<file path="config.mk">
export PLATFORM = sky130hd
export DESIGN_NAME = spi_master_ctrl
export DESIGN_NICKNAME = d
export VERILOG_FILES = /design/src/rtl/spi_pkg.sv /design/src/rtl/spi_shift_reg.sv /design/src/rtl/spi_master_ctrl.sv
export SDC_FILE = /design/constraint.sdc
export NUM_CORES = 1
export LEC_CHECK = 0
export CAP_MARGIN = 20
export CORE_MARGIN = 4
export CORE_UTILIZATION = 25
export CTS_CLUSTER_DIAMETER = 40
export DETAILED_ROUTE_END_ITERATION = 7
export GPL_ROUTABILITY_DRIVEN = 0
export PLACE_DENSITY = 0.55
export SYNTH_ARGS = -nofsm -noshare
export SYNTH_HDL_FRONTEND = slang
export SYNTH_SLANG_ARGS = --single-unit
</file>
<file path="constraint.sdc">
create_clock -name clk -period 1.7 [get_ports clk]
set_input_delay 0.425 -clock clk [delete_from_list [all_inputs] [get_ports clk]]
set_output_delay 0.425 -clock clk [all_outputs]
set_load 0.02 [all_outputs]
</file>
<file path="src/rtl/spi_pkg.sv">
// Shared definitions for the SPI master and the SPI slave/RAM subsystem:
// command encodings, frame width and the frame FSM state set.
package spi_pkg;

  localparam int FRAME_W = 10;

  localparam logic [1:0] CMD_WR_ADDR = 2'b00;
  localparam logic [1:0] CMD_WR_DATA = 2'b01;
  localparam logic [1:0] CMD_RD_ADDR = 2'b10;
  localparam logic [1:0] CMD_RD_DATA = 2'b11;

  typedef enum logic [2:0] {
    ST_IDLE,
    ST_SEL,
    ST_SHIFT,
    ST_TURN,
    ST_CAPTURE,
    ST_END
  } spi_state_e;

endpackage

</file>
<file path="src/rtl/spi_shift_reg.sv">
// Frame datapath: parallel-in/serial-out transmit register, serial-in capture
// register and a shared down-counter used for shift, turnaround and capture.
module spi_shift_reg
  import spi_pkg::*;
#(
  parameter int W     = FRAME_W,
  parameter int CAP_W = 8,
  parameter int CNT_W = 4
) (
  input  logic             clk,
  input  logic             rst,
  input  logic             load,
  input  logic [W-1:0]     load_data,
  input  logic             shift,
  input  logic             cap_en,
  input  logic             cap_bit,
  input  logic             cnt_ld,
  input  logic [CNT_W-1:0] cnt_val,
  input  logic             cnt_dec,
  output logic             sout,
  output logic             sout_nx,
  output logic [CNT_W-1:0] cnt,
  output logic [CAP_W-1:0] cap_nx
);

  logic [W-1:0]     sr;
  logic [CAP_W-1:0] cap;

  always_ff @(posedge clk) begin
    if (rst) begin
      sr  <= '0;
      cap <= '0;
      cnt <= '0;
    end else begin
      if (load)        sr <= load_data;
      else if (shift)  sr <= {sr[W-2:0], 1'b0};
      if (cap_en)      cap <= cap_nx;
      if (cnt_ld)      cnt <= cnt_val;
      else if (cnt_dec) cnt <= cnt - CNT_W'(1);
    end
  end

  // sout_nx is the bit that reaches the MSB after the next shift, so the
  // registered MOSI can be loaded one cycle ahead of the shift itself.
  assign sout    = sr[W-1];
  assign sout_nx = sr[W-2];
  assign cap_nx  = {cap[CAP_W-2:0], cap_bit};

endmodule

</file>
<file path="src/rtl/spi_master_ctrl.sv">
// Host-side SPI master: turns single-beat commands into 11-bit MOSI frames
// (path bit + type + payload) and returns captured MISO read data.
module spi_master_ctrl
  import spi_pkg::*;
#(
  parameter int RD_TURN = 2,
  parameter int ADDR_W  = 8
) (
  input  logic              clk,
  input  logic              rst,
  input  logic              cmd_valid,
  output logic              cmd_ready,
  input  logic [1:0]        cmd_type,
  input  logic [ADDR_W-1:0] cmd_payload,
  output logic              rsp_valid,
  output logic [ADDR_W-1:0] rsp_data,
  output logic              rsp_err,
  output logic              busy,
  output logic              SS_n,
  output logic              MOSI,
  input  logic              MISO
);

  localparam int FW      = ADDR_W + 2;
  localparam int CNT_MAX = (FW > RD_TURN) ? FW : RD_TURN;
  localparam int CNT_W   = $clog2(CNT_MAX + 1);

  spi_state_e        state, state_nx;
  logic [1:0]        cur_type;
  logic              rd_addr_loaded;
  logic              err_q;
  logic              accept;
  logic              is_rd_data;

  logic              ss_nx, mosi_nx, rsp_fire;
  logic              load, shift, cap_en, cnt_ld, cnt_dec;
  logic [CNT_W-1:0]  cnt_val, cnt;
  logic              sout, sout_nx;
  logic [ADDR_W-1:0] cap_nx;
  logic [FW-1:0]     frame;

  assign cmd_ready  = (state == ST_IDLE);
  assign busy       = ~cmd_ready;
  assign accept     = cmd_ready && cmd_valid;
  assign is_rd_data = (cur_type == CMD_RD_DATA);
  // The payload is meaningless for RD_DATA; zeros go on the wire instead.
  assign frame      = {cmd_type, (cmd_type == CMD_RD_DATA) ? {ADDR_W{1'b0}} : cmd_payload};

  spi_shift_reg #(.W(FW), .CAP_W(ADDR_W), .CNT_W(CNT_W)) u_sr (
    .clk       (clk),
    .rst       (rst),
    .load      (load),
    .load_data (frame),
    .shift     (shift),
    .cap_en    (cap_en),
    .cap_bit   (MISO),
    .cnt_ld    (cnt_ld),
    .cnt_val   (cnt_val),
    .cnt_dec   (cnt_dec),
    .sout      (sout),
    .sout_nx   (sout_nx),
    .cnt       (cnt),
    .cap_nx    (cap_nx)
  );

  // Outputs are computed for the upcoming state and registered, so SS_n/MOSI
  // are glitch-free flops aligned with the state they belong to.
  always_comb begin
    state_nx = state;
    ss_nx    = 1'b1;
    mosi_nx  = 1'b0;
    load     = 1'b0;
    shift    = 1'b0;
    cap_en   = 1'b0;
    cnt_ld   = 1'b0;
    cnt_val  = '0;
    cnt_dec  = 1'b0;
    rsp_fire = 1'b0;
    case (state)
      ST_IDLE: begin
        if (cmd_valid) begin
          state_nx = ST_SEL;
          load     = 1'b1;
          cnt_ld   = 1'b1;
          cnt_val  = CNT_W'(FW - 1);
          ss_nx    = 1'b0;
          mosi_nx  = cmd_type[1];
        end
      end
      ST_SEL: begin
        state_nx = ST_SHIFT;
        ss_nx    = 1'b0;
        mosi_nx  = sout;
      end
      ST_SHIFT: begin
        ss_nx = 1'b0;
        if (cnt == '0) begin
          if (!is_rd_data) begin
            state_nx = ST_END;
            ss_nx    = 1'b1;
          end else if (RD_TURN > 0) begin
            state_nx = ST_TURN;
            cnt_ld   = 1'b1;
            cnt_val  = CNT_W'(RD_TURN - 1);
          end else begin
            state_nx = ST_CAPTURE;
            cnt_ld   = 1'b1;
            cnt_val  = CNT_W'(ADDR_W - 1);
          end
        end else begin
          shift   = 1'b1;
          cnt_dec = 1'b1;
          mosi_nx = sout_nx;
        end
      end
      ST_TURN: begin
        ss_nx = 1'b0;
        if (cnt == '0) begin
          state_nx = ST_CAPTURE;
          cnt_ld   = 1'b1;
          cnt_val  = CNT_W'(ADDR_W - 1);
        end else begin
          cnt_dec = 1'b1;
        end
      end
      ST_CAPTURE: begin
        cap_en = 1'b1;
        if (cnt == '0) begin
          state_nx = ST_END;
          rsp_fire = 1'b1;
        end else begin
          ss_nx   = 1'b0;
          cnt_dec = 1'b1;
        end
      end
      ST_END: begin
        state_nx = ST_IDLE;
      end
      default: state_nx = ST_IDLE;
    endcase
  end

  always_ff @(posedge clk) begin
    if (rst) begin
      state          <= ST_IDLE;
      SS_n           <= 1'b1;
      MOSI           <= 1'b0;
      rsp_valid      <= 1'b0;
      rsp_data       <= '0;
      rsp_err        <= 1'b0;
      rd_addr_loaded <= 1'b0;
      cur_type       <= CMD_WR_ADDR;
      err_q          <= 1'b0;
    end else begin
      state     <= state_nx;
      SS_n      <= ss_nx;
      MOSI      <= mosi_nx;
      rsp_valid <= rsp_fire;
      if (rsp_fire) begin
        rsp_data <= cap_nx;
        rsp_err  <= err_q;
      end
      if (accept) begin
        cur_type <= cmd_type;
        err_q    <= ~rd_addr_loaded;
      end
      // The address flag only changes on a completed frame, never an aborted one.
      if (state == ST_END) begin
        if (cur_type == CMD_RD_ADDR)      rd_addr_loaded <= 1'b1;
        else if (cur_type == CMD_RD_DATA) rd_addr_loaded <= 1'b0;
      end
    end
  end

endmodule

</file>
==> results by group <==
Clock network
  – Latest clock arrival within the worst-skew pair: a little under 0.3 ns
  – Root Buffer: clkbuf_8
  – CTS tree: built
  – CTS Buffer Depth: 2
  – H-tree Lvls: 2
  – CTS buffer count: 5
  – CTS hold repair buffers: 0
  – CTS clk-pin slew, worst paths: ~0.070 ns
  – # clock sinks: 40

Power and ir drop
  – Power per standard cell area: roughly 1400 nW/um^2
  – Worst ir drop on vdd: about 960 uV
  – Total power: about 3.3 mW
  – Pleak: between 0.9 and 1 nW

Route
  – DRC viols: 0
  – Antenna viol nets, final: 0
  – Initial DRC count: between 60 and 70
  – WL final: between 3000 and 4000 um
  – Via Count: 1471
  – Drt first pass iters: 4
  – Vias/cell: roughly 4.4
  – Post-DR wirelength/cell: between 10 and 15 um

Synthesis
  – Synth top area cells: dfxtp_1 46%, nand2_1 7.1%, a21oi_1 6.0%, a221oi_2 6.0%, a22o_1 4.5%
  – Post-synth cell types: 39
  – Synth Cell Area: roughly 1700 sq um
  – Mapped Cells: a little under 200
  – Sequential area share after synthesis: between 40 and 50%
  – Avg Inst Size Synth: roughly 9.1 sq um
  – Async SR Flop Fraction: 0%
  – Ys Warns: 0
  – Yosys reg bits: 40
  – Largest area contributor in the netlist: dfxtp_1
  – Top_reg_cell synth: dfxtp_1
  – Syn nets: 208
  – Post-synth top area share: a little under half
  – Post-synth EDFFs: 0

Cells and area
  – Design area: between 2000 and 2500 sq um
  – Final Util: a little over a third
  – Leading cell type in the layout, fill and taps excluded: dfxtp_1
  – Nets@finish: between 200 and 300
  – Commonest non-fill, non-tap cells in the layout: 37 x dfxtp_1, 33 x nand2_1, 27 x buf_4, 20 x clkdlybuf4s50_1, 19 x a21oi_1
  – Share of layout cells above drive strength 1: between 20% and 30%
  – ANT cells: 0
  – Fill count: around 700
  – Area Growth Syn to Fin: 37.7%

Setup path
  – Crit path depth: 1
  – CP Capture Type: output port
  – Worst EP required: approximately 1.3 ns
  – Reg2Reg Depth: 7
  – Startpoint type of the worst setup path: flop
  – Slowest-stage cell, CP: clkdlybuf4s50_1
  – Crit-path cells: clkdlybuf4s50_1
  – WP buf/inv: 1
  – Crit path launch: rsp_data[7]
  – Worst EP arrival: roughly 1.2 ns
  – CP Class: flop to output port
  – Delay-heaviest family, CP: buffers and inverters
  – Crit path max fanout: 2
  – CP peak stage delay: between 0.6 and 0.7 ns
  – Worst r2r src: u_sr.cnt[0]

Timing
  – Final Cycle Share: between 90% and 100%
  – Setup violations, final: 0
  – Final Max Tran Viols: 0
  – Slew @ Worst Pin: approximately 0.47 ns
  – Final hold vios: 0
  – Max Clk Rate: 601 MHz
  – Final setup TNS: 0 ns
  – Slew Limit Headroom: 68.8%
  – Minimum clock period: between 1.5 and 2 ns
  – Setup Skew: around 0.0074 ns

Placed design
  – HPWL Detailed: just under 3000 um
  – Area post-placement: 2260 sq um
  – IO buf count: 27

Global route
  – Largest net degree at the start of global routing: 17
  – Initial antenna violation count: 0
  – Number of global-route vias before repair: between 1000 and 1500
  – Global-route wire length before repair: roughly 6900 um
  – Global route total overflow: 0
  – Total GRT Usage: approximately 10%

Floorplanning
  – Initial Utilization: about a quarter
  – # IOs: 28
  – Chip width: between 90 and 100 um
  – Core outline area: between 6000 and 7000 sq um
  – Die ar.: approximately 8400 sq um
  – Die height: approximately 92 um
  – Num rows: 30

Min path
  – Min-delay src: u_sr.cap[6]
  – Hold path depth: 2
  – Hold Path Class: flop to flop

Run
  – # Max-Cap Violations: 0

Outcome
  – Status: complete, no violations
stage by stage:
stage,hold slack [ns],std cells,setup slack [ns]
after global routing,0.473,336,-0.0145
after detailed placement,0.448,327,-0.563
after floorplan,0.414,193,0.0124
final,0.456,336,0.0365
after global placement,0.445,327,-0.522
after CTS,0.458,334,0.0108
what timing repair did:
item                                    4_1_cts  5_1_grt
buffers inserted                              0        2
endpoints found under the setup margin       17       24
pin swaps                                     2        5
resized for setup                             8       17
per-layer routing:
| layer | share of wire (%) | track usage, % |
|---|---|---|
| met3 | 2.7 | 2.65 |
| met2 | 43 | 13.9 |
| met5 | 0 | 0 |
| met4 | 2.0 | 5.28 |
| met1 | 52 | 14.6 |
logic make-up (layout without fill, tap and decap cells):
family	count (synthesis)	after routing	synth area share, %
flops	40	40	45.8
xor+xnor	1	1	0.502
simple gates	57	57	16.4
fa+ha+maj	1	1	0.716
mux	3	3	1.72
buf+inv	26	73	6.80
compound gates	65	65	28.0
path summary, 6_finish.rpt:
kind / to / slack [ns]
worst max-delay path: rsp_data[7] / 0.04
worst min-delay path: u_sr.cap[6] / 0.46
worst max register to register: u_sr.cnt[1] / 0.04
worst min register to register: u_sr.cap[6] / 0.46
layout make-up:
class	count	area, sq um	share of cell area (%)
clock buffer	6	72.6	3.02
clock inverter	1	5.00	0.208
inverter	12	45.0	1.87
multi-input combinational	127	881	36.6
sequential	40	805	33.5
tap	96	120	4.99
timing repair buffer	54	477	19.8
where the power goes:
group / switching [mW] / internal (mW) / total [mW]
combinational: 0.800 / 0.745 / 1.54
clock: 0.310 / 0.279 / 0.589
sequential: 0.111 / 1.11 / 1.22
total: 1.22 / 2.13 / 3.35
Yosys cell counts (2+ instances only):
master     n
a211oi_1   3
a21oi_1   21
a221oi_2   7
a22o_1     9
buf_2      5
buf_6      2
clkbuf_1   7
dfxtp_1   40
inv_1     12
mux2i_1    3
nand2_1   33
nand3_1    2
nor2_1     8
nor3_1     3
o21a_1     3
o21ai_0    3
o21ai_1    7
o31a_1     2
or3_1      2
or3b_1     2
state kept, by name, summed over array words and instances (netlist names):
name,cells
MOSI,1
SS_n,1
cur_type,2
err_q,1
rd_addr_loaded,1
rsp_data,8
rsp_err,1
rsp_valid,1
state,3
u_sr.cap,7
u_sr.cnt,4
u_sr.sr,10
(Power assumes the default switching activity.)
